<file path="config.mk">
export PLATFORM = sky130hd
export DESIGN_NAME = mem_stage_dcache
export DESIGN_NICKNAME = d
export VERILOG_FILES = /design/src/rtl/dcache_pkg.sv /design/src/rtl/dcache_array.sv /design/src/rtl/mem_stage_dcache.sv
export SDC_FILE = /design/constraint.sdc
export NUM_CORES = 2
export LEC_CHECK = 0
export CAP_MARGIN = 30
export CORE_MARGIN = 8
export CORE_UTILIZATION = 35
export DETAILED_ROUTE_END_ITERATION = 16
export DONT_BUFFER_PORTS = 1
export GPL_TIMING_DRIVEN = 1
export PLACE_DENSITY_LB_ADDON = 0.25
export SKIP_LAST_GASP = 1
export SYNTH_ARGS = -nofsm -noshare
export SYNTH_HDL_FRONTEND = slang
export SYNTH_SLANG_ARGS = --single-unit
export TNS_END_PERCENT = 50
</file>
<file path="constraint.sdc">
create_clock -name clk -period 7.2 [get_ports clk]
set_input_delay 0.72 -clock clk [delete_from_list [all_inputs] [get_ports clk]]
set_output_delay 0.72 -clock clk [all_outputs]
set_load 0.01 [all_outputs]
</file>
<file path="src/rtl/dcache_pkg.sv">
// Shared types and constants for the MEM-stage data cache.
// Optional statistics counters are enabled with the DCACHE_STATS_EN macro.
package dcache_pkg;

  // Controller states: lookup, line refill, write-through beat
  typedef enum logic [1:0] {
    IDLE   = 2'd0,
    REFILL = 2'd1,
    WRITE  = 2'd2
  } dcache_state_t;

  // Bit positions inside the EX/MEM m_ctl bundle
  localparam int MCTL_BRANCH   = 2;
  localparam int MCTL_MEMREAD  = 1;
  localparam int MCTL_MEMWRITE = 0;

  // Data word width and number of byte-select bits below the word offset
  localparam int WORD_W        = 32;
  localparam int BYTE_SEL_BITS = 2;

  // Tag width is whatever is left of the address above index and offset
  function automatic int tag_width(input int addr_w, input int index_bits, input int offset_bits);
    return addr_w - index_bits - offset_bits - BYTE_SEL_BITS;
  endfunction

endpackage

</file>
<file path="src/rtl/dcache_array.sv">
// Tag/valid/data storage for the direct-mapped data cache.
// Reads are asynchronous so a hit resolves in the same cycle as the lookup.
module dcache_array
  import dcache_pkg::*;
#(
  parameter int INDEX_BITS  = 4,
  parameter int OFFSET_BITS = 2,
  parameter int TAG_W       = 26
) (
  input  logic                   clk,
  input  logic                   rst,
  input  logic [INDEX_BITS-1:0]  line_index,
  input  logic [OFFSET_BITS-1:0] rd_offset,
  output logic                   rd_valid,
  output logic [TAG_W-1:0]       rd_tag,
  output logic [WORD_W-1:0]      rd_word,
  input  logic                   wr_en,
  input  logic [OFFSET_BITS-1:0] wr_offset,
  input  logic [WORD_W-1:0]      wr_word,
  input  logic                   set_en,
  input  logic                   inv_en,
  input  logic [TAG_W-1:0]       set_tag
);

  localparam int LINES = 1 << INDEX_BITS;
  localparam int WORDS = LINES << OFFSET_BITS;

  logic [LINES-1:0]  valid_reg;
  logic [TAG_W-1:0]  tag_mem  [LINES];
  logic [WORD_W-1:0] data_mem [WORDS];

  // Valid bits: cleared en masse by reset, set when a refill completes,
  // cleared when a refill starts so a half-written line never looks valid
  always_ff @(posedge clk) begin
    if (rst) begin
      valid_reg <= '0;
    end else if (set_en) begin
      valid_reg[line_index] <= 1'b1;
    end else if (inv_en) begin
      valid_reg[line_index] <= 1'b0;
    end
  end

  // Tag is written together with the valid bit at the end of a refill
  always_ff @(posedge clk) begin
    if (set_en) begin
      tag_mem[line_index] <= set_tag;
    end
  end

  // Word write for refill beats and write hits
  always_ff @(posedge clk) begin
    if (wr_en) begin
      data_mem[{line_index, wr_offset}] <= wr_word;
    end
  end

  assign rd_valid = valid_reg[line_index];
  assign rd_tag   = tag_mem[line_index];
  assign rd_word  = data_mem[{line_index, rd_offset}];

endmodule

</file>
<file path="src/rtl/mem_stage_dcache.sv">
// MEM-stage data cache: direct-mapped, write-through, no-write-allocate.
// data_hit doubles as the EX/MEM advance enable. Define DCACHE_STATS_EN
// to add hit_count/miss_count outputs.
module mem_stage_dcache
  import dcache_pkg::*;
#(
  parameter int INDEX_BITS  = 4,
  parameter int OFFSET_BITS = 2,
  parameter int ADDR_W      = 32
) (
  input  logic              clk,
  input  logic              rst,
  input  logic [2:0]        m_ctl,
  input  logic [ADDR_W-1:0] addr,
  input  logic [31:0]       wdata,
  output logic              data_hit,
  output logic [31:0]       rdata,
  output logic              mem_req,
  output logic              mem_we,
  output logic [ADDR_W-1:0] mem_addr,
  output logic [31:0]       mem_wdata,
  input  logic [31:0]       mem_rdata,
  input  logic              mem_ready
`ifdef DCACHE_STATS_EN
  ,
  output logic [31:0]       hit_count,
  output logic [31:0]       miss_count
`endif
);

  localparam int TAG_W = tag_width(ADDR_W, INDEX_BITS, OFFSET_BITS);
  localparam logic [OFFSET_BITS-1:0] BEAT_LAST = '1;

  // Address split and access decode; read wins when both controls are set
  logic [OFFSET_BITS-1:0] offset;
  logic [INDEX_BITS-1:0]  index;
  logic [TAG_W-1:0]       tag;
  logic                   rd_acc, wr_acc;
  logic                   unused_ok;

  assign offset    = addr[BYTE_SEL_BITS +: OFFSET_BITS];
  assign index     = addr[BYTE_SEL_BITS + OFFSET_BITS +: INDEX_BITS];
  assign tag       = addr[ADDR_W-1 -: TAG_W];
  assign rd_acc    = m_ctl[MCTL_MEMREAD];
  assign wr_acc    = m_ctl[MCTL_MEMWRITE] & ~m_ctl[MCTL_MEMREAD];
  assign unused_ok = ^{m_ctl[MCTL_BRANCH], addr[BYTE_SEL_BITS-1:0]};

  dcache_state_t          state_reg;
  logic [OFFSET_BITS-1:0] beat_reg, beat_next;
  logic                   mem_req_reg, mem_we_reg;
  logic [ADDR_W-1:0]      mem_addr_reg;
  logic [31:0]            mem_wdata_reg;

  logic                   arr_valid;
  logic [TAG_W-1:0]       arr_tag;
  logic [31:0]            arr_word;
  logic                   lookup_hit;
  logic                   arr_wr_en, arr_set_en, arr_inv_en;
  logic [OFFSET_BITS-1:0] arr_wr_offset;
  logic [31:0]            arr_wr_word;
  logic                   idle_read_hit, idle_read_miss, refill_last;

  assign lookup_hit     = arr_valid && (arr_tag == tag);
  assign beat_next      = beat_reg + 1'b1;
  assign idle_read_hit  = (state_reg == IDLE) && rd_acc && lookup_hit;
  assign idle_read_miss = (state_reg == IDLE) && rd_acc && !lookup_hit;
  assign refill_last    = (state_reg == REFILL) && mem_ready && (beat_reg == BEAT_LAST);

  dcache_array #(
    .INDEX_BITS (INDEX_BITS),
    .OFFSET_BITS(OFFSET_BITS),
    .TAG_W      (TAG_W)
  ) u_array (
    .clk       (clk),
    .rst       (rst),
    .line_index(index),
    .rd_offset (offset),
    .rd_valid  (arr_valid),
    .rd_tag    (arr_tag),
    .rd_word   (arr_word),
    .wr_en     (arr_wr_en),
    .wr_offset (arr_wr_offset),
    .wr_word   (arr_wr_word),
    .set_en    (arr_set_en),
    .inv_en    (arr_inv_en),
    .set_tag   (tag)
  );

  // Pipeline-facing handshake: hits and idle cycles advance, write completes on ready
  always_comb begin
    data_hit = 1'b0;
    rdata    = '0;
    if (!rst) begin
      case (state_reg)
        IDLE: begin
          if (rd_acc) begin
            data_hit = lookup_hit;
            rdata    = lookup_hit ? arr_word : '0;
          end else begin
            data_hit = !wr_acc;
          end
        end
        WRITE:   data_hit = mem_ready;
        default: data_hit = 1'b0;
      endcase
    end
  end

  // Array update controls: refill beats, write-hit update, invalidate on refill start
  always_comb begin
    arr_wr_en     = 1'b0;
    arr_set_en    = 1'b0;
    arr_inv_en    = 1'b0;
    arr_wr_offset = offset;
    arr_wr_word   = wdata;
    if (!rst) begin
      case (state_reg)
        IDLE: arr_inv_en = idle_read_miss;
        REFILL: begin
          arr_wr_en     = mem_ready;
          arr_wr_offset = beat_reg;
          arr_wr_word   = mem_rdata;
          arr_set_en    = refill_last;
        end
        WRITE:   arr_wr_en = mem_ready && lookup_hit;
        default: arr_wr_en = 1'b0;
      endcase
    end
  end

  // Controller FSM with registered memory-side request outputs
  always_ff @(posedge clk) begin
    if (rst) begin
      state_reg     <= IDLE;
      beat_reg      <= '0;
      mem_req_reg   <= 1'b0;
      mem_we_reg    <= 1'b0;
      mem_addr_reg  <= '0;
      mem_wdata_reg <= '0;
    end else begin
      case (state_reg)
        IDLE: begin
          if (idle_read_miss) begin
            state_reg    <= REFILL;
            beat_reg     <= '0;
            mem_req_reg  <= 1'b1;
            mem_we_reg   <= 1'b0;
            mem_addr_reg <= {tag, index, {OFFSET_BITS{1'b0}}, {BYTE_SEL_BITS{1'b0}}};
          end else if (wr_acc) begin
            state_reg     <= WRITE;
            mem_req_reg   <= 1'b1;
            mem_we_reg    <= 1'b1;
            mem_addr_reg  <= {addr[ADDR_W-1:BYTE_SEL_BITS], {BYTE_SEL_BITS{1'b0}}};
            mem_wdata_reg <= wdata;
          end
        end
        REFILL: begin
          if (mem_ready) begin
            beat_reg <= beat_next;
            if (beat_reg == BEAT_LAST) begin
              state_reg   <= IDLE;
              mem_req_reg <= 1'b0;
            end else begin
              mem_addr_reg <= {tag, index, beat_next, {BYTE_SEL_BITS{1'b0}}};
            end
          end
        end
        WRITE: begin
          if (mem_ready) begin
            state_reg   <= IDLE;
            mem_req_reg <= 1'b0;
            mem_we_reg  <= 1'b0;
          end
        end
        default: state_reg <= IDLE;
      endcase
    end
  end

  assign mem_req   = mem_req_reg;
  assign mem_we    = mem_we_reg;
  assign mem_addr  = mem_addr_reg;
  assign mem_wdata = mem_wdata_reg;

`ifdef DCACHE_STATS_EN
  logic        refill_done_reg;
  logic [31:0] hit_count_reg, miss_count_reg;

  // Hit/miss statistics; the lookup right after a refill is the miss completing, not a hit
  always_ff @(posedge clk) begin
    if (rst) begin
      refill_done_reg <= 1'b0;
      hit_count_reg   <= '0;
      miss_count_reg  <= '0;
    end else begin
      refill_done_reg <= refill_last;
      if (idle_read_hit && !refill_done_reg) begin
        hit_count_reg <= hit_count_reg + 32'd1;
      end
      if (idle_read_miss) begin
        miss_count_reg <= miss_count_reg + 32'd1;
      end
    end
  end

  assign hit_count  = hit_count_reg;
  assign miss_count = miss_count_reg;
`endif

endmodule

</file>
==> parameters.txt <==
Parameter                              Value

Synthesis
  Count of synthesis-stage warnings from yosys ... 0
  Syn avg cell area ... around 21 um^2
  Cell types with the highest counts after synthesis ... edfxtp_1, mux4_2, nand2_1
  Syn Std Cell Area ... roughly 97000 um^2
  Ranking of synthesized cells by area ... edfxtp_1, mux4_2, dfxtp_1
  Number of instances in the synthesized netlist ... between 4000 and 5000
  Share of the yosys chip area belonging to registers ... 0.769
  Main flop type after synthesis ... edfxtp_1
  Number of enable-type register cells in the synthesized netlist ... about 2400
  Number of synthesized register bits ... between 2000 and 3000
  Top-area cell type share of the netlist area ... 0.752
  Async S/R FF share, synth ... 0
  Count of different cell masters after synthesis ... 73
  Cell with the most instances after synthesis ... edfxtp_1
  Cell accounting for the most synthesized area ... edfxtp_1

Global routing
  Residual overflow from global routing ... 0
  Via count of the first global-routing pass ... ~49000
  Met3 GRT Util ... 0.0347
  Largest net degree at the start of global routing ... about 530
  Number of antenna violations at the first check in global routing ... 17
  Most used routing layer ... met2
  First-pass GRT wire length ... about 400000 um
  Total routing usage reported by global routing ... 0.190
  Met2 demand-to-capacity share in global routing ... 0.312
  GR met1 Demand/Resource ... 0.259

Run status
  Failing checks ... max-slew violations
  Result of the run ... complete, but fails checks

STA
  Max-slew violation count ... roughly 140
  Clk_skew ... ~0.064 ns
  Total of endpoints with negative setup slack in the final report ... 0
  Final hold viol count ... 0
  Final critical delay including setup and external delays ... between 6 and 7 ns
  Worst Tran Pin Value ... around 1.8 ns
  Summed negative setup slack over all endpoints ... 0 ns
  Share of the clock period used by the worst path after layout ... 0.958
  Worst rel slew slack ... -0.209
  Setup repair after global routing missed its margin ... false
  Highest clock rate ... about 140 MHz

Finish
  Sequential cell area ... 74700 um^2
  Nets ... 4989
  Post-route non-filler standard cell count ... 8792
  Max FFs per register ... 2048
  Multi-input logic area ... between 20000 and 25000 um^2
  Layout cells sized above 1 ... 0.279
  Area growth from synthesis to layout ... 15.8%
  Fill cell total of the finished layout ... between 20000 and 25000

Hold path
  Class of the most critical hold timing path ... input port to register
  Number of cells traversed by the worst hold path ... 2

Clock tree
  CTS H-tree depth ... 5
  Clock network latency to the later pin of the worst-skew pair ... around 0.86 ns
  Reg clk slew, reported paths ... ~0.060 ns
  Cts bufs inserted ... ~270
  Number of buffers on the longest clock path ... 4
  TritonCTS clock tree ... done
  TritonCTS sink count ... approximately 2500
  Root buffer cell ... clkbuf_16

Power and ir drop
  Cell Pwr Density ... approximately 280 nW/um^2
  Maximum vdd drop ... between 0.2 and 0.25 mV
  Leakage ... approximately 35 nW

Worst setup path
  Cell family with the largest share of critical-path delay ... buffers and inverters
  Data required time of the worst path ... around 6.5 ns
  Nature of the critical path startpoint ... input port
  Worst-path maximum fanout ... between 100 and 150
  Crit end category ... output port
  Max stage delay on crit path ... roughly 0.81 ns
  Crit path top cell by count ... buf_16
  Setup CP Type ... input port to output port
  Total stage count of the critical path ... 10
  Logic depth of the worst register-to-register path ... 13
  Master of the slowest instance on the critical path ... nor4_2
  Critical path buffers and inverters ... 4
  Arrival time worst endpoint ... slightly above 6 ns
  Cell chain of the critical path ... buf_16 -> buf_16 -> buf_16 -> mux4_2 -> nand2_1 -> a32o_1 -> nor4_2 -> o21ai_0 -> a211oi_1 -> buf_4

Floorplanning
  Chip Width ... 543 um
  Die Outline Area ... ~300000 um^2
  Ports ... about 200
  Starting Density ... 0.352
  Number of placement rows ... roughly 190
  Die outline height ... 543 um
  Area of the placeable core ... 276000 um^2

Drt
  Number of search-and-repair iterations in the first detailed-routing pass ... 6
  DRT iter0 DRCs ... 5799
  Post-detailed-route wirelength per cell ... between 30 and 40 um
  Vias per std cell ... 5.59
  Vias after detailed routing ... between 40000 and 50000
  Wire length reported by the detailed router ... roughly 290000 um
  Remaining DRCs ... 0
  Antenna viol nets, final ... 0

Run
  Reported max-cap violation count ... 0

Placed design
  Quantity of I/O buffers inserted on ports ... 0
  Final HPWL from detailed placement ... between 150000 and 200000 um
  Weighted congestion at the end of routability-driven global placement ... 0.793
  Total instance count after detailed placement ... 8249
==> what timing repair did <==
| action | in CTS | in global routing |
|---|---|---|
| setup buffers | 0 | 0 |
| endpoints found under the hold margin | 460 | 0 |
| resized for setup | 0 | 0 |
| setup endpoints to repair | 0 | 1 |
| hold buffers | 55 | 0 |
==> per-layer routing <==
metal  up-vias  share of wire
li1      19900              -
met1     26800           0.41
met2      2056           0.48
met3       419          0.073
met4         2          0.033
met5         -       0.000038
==> worst reg2reg max path: stages, from the launching register on <==
cell and delay [ns]:
edfxtp_1 0.36, mux4_2 0.46, nor2b_1 0.16, a211oi_1 0.23
a31oi_1 0.09, xnor2_1 0.34, nand4_2 0.39, nor4_4 0.38
buf_4 0.32, a21oi_4 0.11, buf_4 0.27, buf_4 0.43
nor3_2 0.25, buf_4 0.75
==> kinds of logic (layout without fill, tap and decap cells) <==
family	Yosys count	count (layout)	synth area share
AO/OA/AOI/OAI	423	423	0.0288
XOR/XNOR	25	25	0.00225
adder cells (fa/ha/maj)	5	5	0.000644
buffers and inverters	288	807	0.0133
flip-flops	2516	2516	0.769
multiplexers	807	807	0.161
other	1	9	0.0000386
AND/OR/NAND/NOR	495	495	0.0243
==> area by class of cell <==
type | count | area share
antenna | 7 | 0.000156
sequential | 2516 | 0.664
tap | 3705 | 0.0412
inverter | 20 | 0.000690
multi-input combinational | 1757 | 0.192
timing repair buffer | 315 | 0.0267
clock buffer | 338 | 0.0636
clock inverter | 134 | 0.0107
==> power breakdown <==
part	leakage (nW)	internal [mW]	switching (mW)
Combinational	8.32	0.593	1.01
Clock	4.07	7.63	5.72
Sequential	22.5	16.2	0.0573
Total	34.9	24.5	6.79
==> final timing paths <==
check                                          endpoint                   start  slack (ns)
worst max-delay path                           rdata[9]                 addr[2]        0.30
worst min-delay path                       mem_addr[20]                addr[20]        0.05
worst max register to register  u_array.data_mem[56][4]  u_array.tag_mem[3][14]        2.24
worst min register to register                 register                register        0.47
==> per-stage QoR <==
| stage | setup WS (ns) | hold slack [ns] | power, mW | util | area (um^2) |
|---|---|---|---|---|---|
| final | 0.301 | 0.0452 | 31.3 | 0.407 | 112000 |
| after global routing | 0.0573 | 0.00617 | 32.1 | 0.407 | 112000 |
| after CTS | 1.39 | 0.00493 | 31.4 | 0.406 | 112000 |
| after detailed placement | 1.44 | 0.460 | 18.0 | 0.374 | 103000 |
| after global placement | 1.34 | 0.446 | 18.0 | 0.372 | 103000 |
| after floorplan | 0.400 | 0.439 | 17.6 | - | 97100 |
==> placed cells by master (no fill, tap or decap), types with 51 or more instances in the layout <==
master            n
nor2_1           70
clkbuf_1         60
mux2i_1         130
a21oi_1          90
buf_4           225
mux4_2          600
nand3_1          51
nand2_1         199
o21ai_0          60
clkbuf_16       277
dlygate4sd3_1    54
dfxtp_1          84
edfxtp_1       2432
mux2_2           77
o22ai_1         107
Power figures use the tool's default switching activity.
